File: src/rtl/rf_arb_pkg.sv
// rtl/rf_arb_pkg.sv - shared widths, queue entry type and requester indices for the RF write arbiter
package rf_arb_pkg;

    localparam int RF_AW = 5;
    localparam int RF_DW = 32;

    // Requester indices; also the encoding of the last_grant register.
    localparam logic REQ_ALU = 1'b0;
    localparam logic REQ_MEM = 1'b1;

    typedef struct packed {
        logic [RF_AW-1:0] addr;
        logic [RF_DW-1:0] data;
    } rf_entry_t;

endpackage

File: src/rtl/rf_arb_fifo.sv
// rtl/rf_arb_fifo.sv - in-order {addr,data} queue feeding one side of the RF write arbiter
//   clk, rst                         clock, synchronous active-high reset (empties the queue)
//   push, push_addr, push_data       enqueue (ignored when full)
//   pop                              dequeue head (ignored when empty)
//   full, empty, count               occupancy
//   head_addr, head_data             oldest entry
//   fwd_addr, fwd_hit, fwd_data      youngest-match lookup, only with RF_WRITE_ARB_FWD_EN
module rf_arb_fifo
    import rf_arb_pkg::*;
#(
    parameter int DEPTH = 2,
    parameter int AW    = RF_AW,
    parameter int DW    = RF_DW,
    localparam int PW   = $clog2(DEPTH),
    localparam int CW   = $clog2(DEPTH + 1)
) (
    input  logic          clk,
    input  logic          rst,
    input  logic          push,
    input  logic [AW-1:0] push_addr,
    input  logic [DW-1:0] push_data,
    input  logic          pop,
    output logic          full,
    output logic          empty,
    output logic [CW-1:0] count,
    output logic [AW-1:0] head_addr,
`ifdef RF_WRITE_ARB_FWD_EN
    input  logic [AW-1:0] fwd_addr,
    output logic          fwd_hit,
    output logic [DW-1:0] fwd_data,
`endif
    output logic [DW-1:0] head_data
);

    logic [AW-1:0] mem_addr [DEPTH];
    logic [DW-1:0] mem_data [DEPTH];
    logic [PW-1:0] rd_ptr;
    logic [PW-1:0] wr_ptr;
    logic          push_ok;
    logic          pop_ok;

    assign full      = (count == CW'(DEPTH));
    assign empty     = (count == '0);
    assign push_ok   = push && !full;
    assign pop_ok    = pop && !empty;
    assign head_addr = mem_addr[rd_ptr];
    assign head_data = mem_data[rd_ptr];

    // Storage is not reset: only the count decides which slots are live.
    always_ff @(posedge clk) begin
        if (push_ok) begin
            mem_addr[wr_ptr] <= push_addr;
            mem_data[wr_ptr] <= push_data;
        end
    end

    // DEPTH is a power of two, so pointer wrap is plain overflow.
    always_ff @(posedge clk) begin
        if (rst) begin
            rd_ptr <= '0;
            wr_ptr <= '0;
            count  <= '0;
        end else begin
            if (push_ok) wr_ptr <= wr_ptr + PW'(1);
            if (pop_ok)  rd_ptr <= rd_ptr + PW'(1);
            case ({push_ok, pop_ok})
                2'b10:   count <= count + CW'(1);
                2'b01:   count <= count - CW'(1);
                default: count <= count;
            endcase
        end
    end

`ifdef RF_WRITE_ARB_FWD_EN
    logic [PW-1:0] scan_idx;

    // Walk oldest to youngest; a later match overrides, leaving the youngest.
    always_comb begin
        fwd_hit  = 1'b0;
        fwd_data = '0;
        scan_idx = '0;
        for (int k = 0; k < DEPTH; k++) begin
            scan_idx = rd_ptr + PW'(k);
            if ((CW'(k) < count) && (mem_addr[scan_idx] == fwd_addr)) begin
                fwd_hit  = 1'b1;
                fwd_data = mem_data[scan_idx];
            end
        end
    end
`else
    // No lookup path in this build.
`endif

endmodule

File: src/rtl/rf_write_arbiter.sv
// rtl/rf_write_arbiter.sv - round-robin merge of ALU and load writebacks onto one register-file write port
//   clk, rst                            clock, synchronous active-high reset
//   req0_valid/ready/addr/data          ALU writeback request
//   req1_valid/ready/addr/data          load writeback request
//   wr_en, wr_addr, wr_data             registered register-file write port
//   err_same_dst                        sticky: both queue heads target the same register
//   idle                                both queues empty and no write in flight
//   fwd_addr, fwd_hit, fwd_data         pending-write lookup, only with RF_WRITE_ARB_FWD_EN
module rf_write_arbiter
    import rf_arb_pkg::*;
#(
    parameter int DEPTH = 2,
    parameter int AW    = RF_AW,
    parameter int DW    = RF_DW
) (
    input  logic          clk,
    input  logic          rst,
    input  logic          req0_valid,
    output logic          req0_ready,
    input  logic [AW-1:0] req0_addr,
    input  logic [DW-1:0] req0_data,
    input  logic          req1_valid,
    output logic          req1_ready,
    input  logic [AW-1:0] req1_addr,
    input  logic [DW-1:0] req1_data,
    output logic          wr_en,
    output logic [AW-1:0] wr_addr,
    output logic [DW-1:0] wr_data,
    output logic          err_same_dst,
`ifdef RF_WRITE_ARB_FWD_EN
    input  logic [AW-1:0] fwd_addr,
    output logic          fwd_hit,
    output logic [DW-1:0] fwd_data,
`endif
    output logic          idle
);

    localparam int CW = $clog2(DEPTH + 1);

    logic          full0, full1, empty0, empty1;
    logic [CW-1:0] count0, count1;
    logic [AW-1:0] head0_addr, head1_addr;
    logic [DW-1:0] head0_data, head1_data;
    logic          push0, push1;
    logic          grant0, grant1;
    logic          last_grant;
    logic          same_dst;

    // Ready comes from pre-edge occupancy only, so a full queue stays
    // not-ready even while it is being popped.
    assign req0_ready = !full0 && !rst;
    assign req1_ready = !full1 && !rst;

    // Writes to r0 are accepted but dropped at the door.
    assign push0 = req0_valid && req0_ready && (req0_addr != '0);
    assign push1 = req1_valid && req1_ready && (req1_addr != '0);

`ifdef RF_WRITE_ARB_FWD_EN
    logic          q0_hit, q1_hit;
    logic [DW-1:0] q0_data, q1_data;
`endif

    rf_arb_fifo #(.DEPTH(DEPTH), .AW(AW), .DW(DW)) u_alu_q (
        .clk       (clk),
        .rst       (rst),
        .push      (push0),
        .push_addr (req0_addr),
        .push_data (req0_data),
        .pop       (grant0),
        .full      (full0),
        .empty     (empty0),
        .count     (count0),
        .head_addr (head0_addr),
`ifdef RF_WRITE_ARB_FWD_EN
        .fwd_addr  (fwd_addr),
        .fwd_hit   (q0_hit),
        .fwd_data  (q0_data),
`endif
        .head_data (head0_data)
    );

    rf_arb_fifo #(.DEPTH(DEPTH), .AW(AW), .DW(DW)) u_mem_q (
        .clk       (clk),
        .rst       (rst),
        .push      (push1),
        .push_addr (req1_addr),
        .push_data (req1_data),
        .pop       (grant1),
        .full      (full1),
        .empty     (empty1),
        .count     (count1),
        .head_addr (head1_addr),
`ifdef RF_WRITE_ARB_FWD_EN
        .fwd_addr  (fwd_addr),
        .fwd_hit   (q1_hit),
        .fwd_data  (q1_data),
`endif
        .head_data (head1_data)
    );

    // Under contention the requester that did not win last time goes first.
    always_comb begin
        grant0 = 1'b0;
        grant1 = 1'b0;
        if (!empty0 && !empty1) begin
            if (last_grant == REQ_MEM) grant0 = 1'b1;
            else                       grant1 = 1'b1;
        end else if (!empty0) begin
            grant0 = 1'b1;
        end else if (!empty1) begin
            grant1 = 1'b1;
        end
    end

    assign same_dst = !empty0 && !empty1 && (head0_addr == head1_addr) && (head0_addr != '0);

    always_ff @(posedge clk) begin
        if (rst) begin
            wr_en        <= 1'b0;
            wr_addr      <= '0;
            wr_data      <= '0;
            err_same_dst <= 1'b0;
            last_grant   <= REQ_MEM;
        end else begin
            if (grant0) begin
                wr_en      <= 1'b1;
                wr_addr    <= head0_addr;
                wr_data    <= head0_data;
                last_grant <= REQ_ALU;
            end else if (grant1) begin
                wr_en      <= 1'b1;
                wr_addr    <= head1_addr;
                wr_data    <= head1_data;
                last_grant <= REQ_MEM;
            end else begin
                wr_en <= 1'b0;
            end
            if (same_dst) err_same_dst <= 1'b1;
        end
    end

    assign idle = (count0 == '0) && (count1 == '0) && !wr_en;

`ifdef RF_WRITE_ARB_FWD_EN
    // Queued entries are newer than the one in the output register.
    // A stale wr_addr with wr_en low is already in the register file.
    always_comb begin
        fwd_hit  = 1'b0;
        fwd_data = '0;
        if (fwd_addr != '0) begin
            if (q0_hit) begin
                fwd_hit  = 1'b1;
                fwd_data = q0_data;
            end else if (q1_hit) begin
                fwd_hit  = 1'b1;
                fwd_data = q1_data;
            end else if (wr_en && (wr_addr == fwd_addr)) begin
                fwd_hit  = 1'b1;
                fwd_data = wr_data;
            end
        end
    end
`else
    // Forwarding lookup not built.
`endif

endmodule

File: config.mk
export PLATFORM = sky130hd
export DESIGN_NAME = rf_write_arbiter
export DESIGN_NICKNAME = d
export VERILOG_FILES = /design/src/rtl/rf_arb_pkg.sv /design/src/rtl/rf_arb_fifo.sv /design/src/rtl/rf_write_arbiter.sv
export SDC_FILE = /design/constraint.sdc
export NUM_CORES = 1
export LEC_CHECK = 0
export BUFFER_PORTS_ARGS = -buffer_cell sky130_fd_sc_hd__buf_2
export CAP_MARGIN = 20
export CORE_UTILIZATION = 55
export DETAILED_ROUTE_END_ITERATION = 6
export HOLD_SLACK_MARGIN = 0.15
export PLACE_DENSITY_LB_ADDON = 0.3
export SLEW_MARGIN = 40
export SYNTH_ARGS = -nofsm -noshare
export SYNTH_HDL_FRONTEND = slang
export SYNTH_HIERARCHICAL = 1
export SYNTH_SLANG_ARGS = --single-unit
File: constraint.sdc
create_clock -name clk -period 4.6 [get_ports clk]
set_input_delay 0.46 -clock clk [delete_from_list [all_inputs] [get_ports clk]]
set_output_delay 0.46 -clock clk [all_outputs]
set_load 0.01 [all_outputs]
==> flow_metrics.env <==
export IMPL_tightestPinTransition_ps=634
export IMPL_synth_top_cell_area_share_pct=58.5
export IMPL_power_total_mw=4.72
export IMPL_die_y_um=119
export IMPL_fin_util_pct=66.7
export IMPL_clk_latency_ps=430
export IMPL_setup_tns_ps=0
export IMPL_yosysMostFrequentCell="edfxtp_1"
export IMPL_fin_crit_ps=2420
export IMPL_crit_fanout=37
export IMPL_core_area_um2=13300
export IMPL_combPwrFrac_pct=19.5
export IMPL_cts_tree="done"
export IMPL_routed_via_density=5.45
export IMPL_ios=120
export IMPL_p_int_mw=3.46
export IMPL_syn_inst=441
export IMPL_max_cap_viol_count=0
export IMPL_ff2ff_setup_slack_ps=2180
export IMPL_post_route_period_util_pct=52.6
export IMPL_ys_flop_type="edfxtp_1"
export IMPL_critPathBufInv=3
export IMPL_antenna_found_initial=1
export IMPL_drv_slew=0
export IMPL_start_kind="register"
export IMPL_p_seq_share_pct=48.4
export IMPL_synth_top_family_by_area="multiplexers"
export IMPL_max_stage_delay_ps=430
export IMPL_regToRegEndpoint="u_mem_q/mem_data[0][22]"
export IMPL_fmax_ghz=0.413
export IMPL_synth_cell_type_count=35
export IMPL_rsz0062_at_grt="no"
export IMPL_ant_nets=0
export IMPL_synth_xor_xnor_area_share_pct=1.15
export IMPL_final_area_um2=8900
export IMPL_maxSlewHeadroom_pct=57.6
export IMPL_drt_total_wl_mm=14.5
export IMPL_cp_top_family="simple AND/OR/NAND/NOR gates"
export IMPL_ys_warnings_count=6
export IMPL_synth_edf_count=148
export IMPL_synth_common_cells="148 x edfxtp_1, 50 x dfxtp_1, 42 x mux2_2, 37 x mux2i_1, 37 x o2bb2ai_1"
export IMPL_placementRows=42
export IMPL_cp_endpoint="u_mem_q/mem_data[0][22]"
export IMPL_multiInputGateArea_um2=1970
export IMPL_cts_hold_buf=0
export IMPL_start_util_pct=56.9
export IMPL_clockBufferDepth=2
export IMPL_netlist_area_um2=7590
export IMPL_instances_no_fill=752
export IMPL_syn2layout_area_growth_pct=17.3
export IMPL_drive_gt1_share_pct=35.9
export IMPL_drc=0
export IMPL_worstPathRequired_ps=4660
export IMPL_grt_overflow_total=0
export IMPL_synthAdderAreaFrac_pct=0.330
export IMPL_p_per_area_nw_per_um2=530
export IMPL_htreeDepth=4
export IMPL_synth_top_cells_by_area="edfxtp_1 59%, dfxtp_1 13%, mux2_2 6.2%"
export IMPL_port_buffers=119
export IMPL_gp_congestion=0.784
export IMPL_cts_setup_buffers=0
export IMPL_cp_cell_sequence="nand2b_2, inv_2, nor2_1, nand2_1, a21oi_1, inv_1, or3_1, inv_4"
export IMPL_root_buffer="clkbuf_16"
export IMPL_final_setup_viol_count=0
export IMPL_fillers=956
export IMPL_dp_cells=718
export IMPL_power_leakage_nw=3.44
export IMPL_power_frac_clock_pct=32.1
export IMPL_hold_viol_final=0
export IMPL_arrival_ps=2480
export IMPL_ys_async_sr_fraction_pct=0
export IMPL_synth_nets=521
export IMPL_synth_simple_gate_area_share_pct=2.82
export IMPL_skew_ps=10.7
export IMPL_grt_max_degree=39
export IMPL_end_kind="register"
export IMPL_p_switching_mw=1.26
export IMPL_cts_sinks=198
export IMPL_r2r_cells=8
export IMPL_path_class="register to register"
export IMPL_synth_compound_gate_area_share_pct=5.64
export IMPL_grt_pass1_vias=4252
export IMPL_ys_ff_latch=198
export IMPL_vias=4101
export IMPL_grt_pass1_wl_mm=22.6
export IMPL_drt_pass1_iter_count=4
export IMPL_crit_start="u_mem_q/count[0]"
export IMPL_die_area_um2=14300
export IMPL_avgSynthCellArea_um2=17.2
export IMPL_yosysSeqAreaShare_pct=71.7
export IMPL_cp_slowest_cell="dfxtp_1"
export IMPL_grt_total_usage_pct=21.6
export IMPL_drtIter0Drc=266
export IMPL_seqCellArea_um2=5450
export IMPL_cts_buffers_inserted=17
export IMPL_fp_dieW_um=119
export IMPL_p_sw_share_pct=26.7
export IMPL_muxShareOfSynthArea_pct=15.9
export IMPL_synth_top_cell_by_area="edfxtp_1"
export IMPL_cts_resized=0
export IMPL_status="complete, no violations"
export IMPL_path_depth=8
export IMPL_hold_path_class="input port to register"
export IMPL_wl_per_cell_um=19.2
export IMPL_r2r_start="u_mem_q/count[0]"
export IMPL_placed_cell_area_um2=8280
export IMPL_clk_pin_slew_worst_paths_ps=60
export IMPL_nNetsFinal=641
export IMPL_dpl_hpwl_mm=8.79
export IMPL_peakVddDrop_uv=324
==> metal layers <==
layer  GRT usage [%]  vias to the layer above  wire, um
li1                -                     1934         -
met1            27.7                     2051      6350
met2            35.4                      106      7370
met3            5.60                       10       595
met4            8.13                        0       142
met5               0                        -         0
==> per-stage QoR <==
step	hold WS (ps)	setup WS, ps
2_1_floorplan	452	2020
3_3_place_gp	438	2010
3_5_place_dp	444	2120
4_1_cts	205	2180
5_1_grt	207	1980
6_report	219	2180
==> flip-flops by register name, indices dropped and copies added, names as in the netlist, 2 cells and up, named ones only <==
name and cells:
u_alu_q/mem_addr 10, u_mem_q/mem_addr 10, u_alu_q/mem_data 64, u_mem_q/mem_data 64
wr_data 32, wr_addr 5, u_mem_q/count 2, u_alu_q/count 2
==> area by class of cell <==
type	count	area share [%]
antenna	2	0.0562
clock buffer	23	5.49
clock inverter	9	1.38
inverter	9	0.436
multi-input combinational	215	22.2
sequential	198	61.2
tap	176	2.47
timing repair buffer	120	6.77
==> cell usage in the layout, fill, tap and decap left out, types with 3 or more instances in the layout <==
cell type and instances:
edfxtp_1 148, buf_2 119, dfxtp_1 48, mux2_2 42, mux2i_1 37, o2bb2ai_1 37
mux2_1 32, clkbuf_16 18, nor2_1 14, a21oi_1 6, xor2_1 6, inv_2 5
nand2_1 5, o21ai_0 5, or3_1 4, xnor2_1 4, nor3_1 3, bufinv_16 3
clkbuf_1 3
==> worst reg2reg max path: stages (launching register included) <==
cell      delay, ps
dfxtp_1         430
nand2b_2        200
inv_2            50
nor2_1          120
nand2_1          70
a21oi_1         220
inv_1            80
or3_1           420
inv_4           420
==> cell families after synthesis <==
logic type | after synthesis
xor+xnor | 10
flops | 198
buf+inv | 28
fa+ha+maj | 2
compound gates | 53
simple gates | 39
mux | 111
==> how the worst min path moves through the flow <==
stage | from | end | cells after the start
final | req0_data[14] | u_alu_q/mem_data[1][14] | 1
after global routing | req1_data[3] | u_mem_q/mem_data[0][3] | 1
after CTS | req1_data[3] | u_mem_q/mem_data[0][3] | 1
after detailed placement | wr_data[1] | wr_data[1] | 1
after global placement | wr_data[31] | wr_data[31] | 1
after floorplan | u_alu_q/wr_ptr | u_alu_q/wr_ptr | 2
==> power groups by stage <==
stage          sequential (mW)  clock, mW  combinational (mW)
6_report                  2.28       1.52               0.922
5_1_grt                   2.31       1.61               0.997
4_1_cts                   2.29       1.54               0.929
3_5_place_dp              2.32          0               0.922
3_3_place_gp              2.31          0               0.898
2_1_floorplan             2.32          0               0.641
No activity file was read; power rests on OpenSTA's default activity.
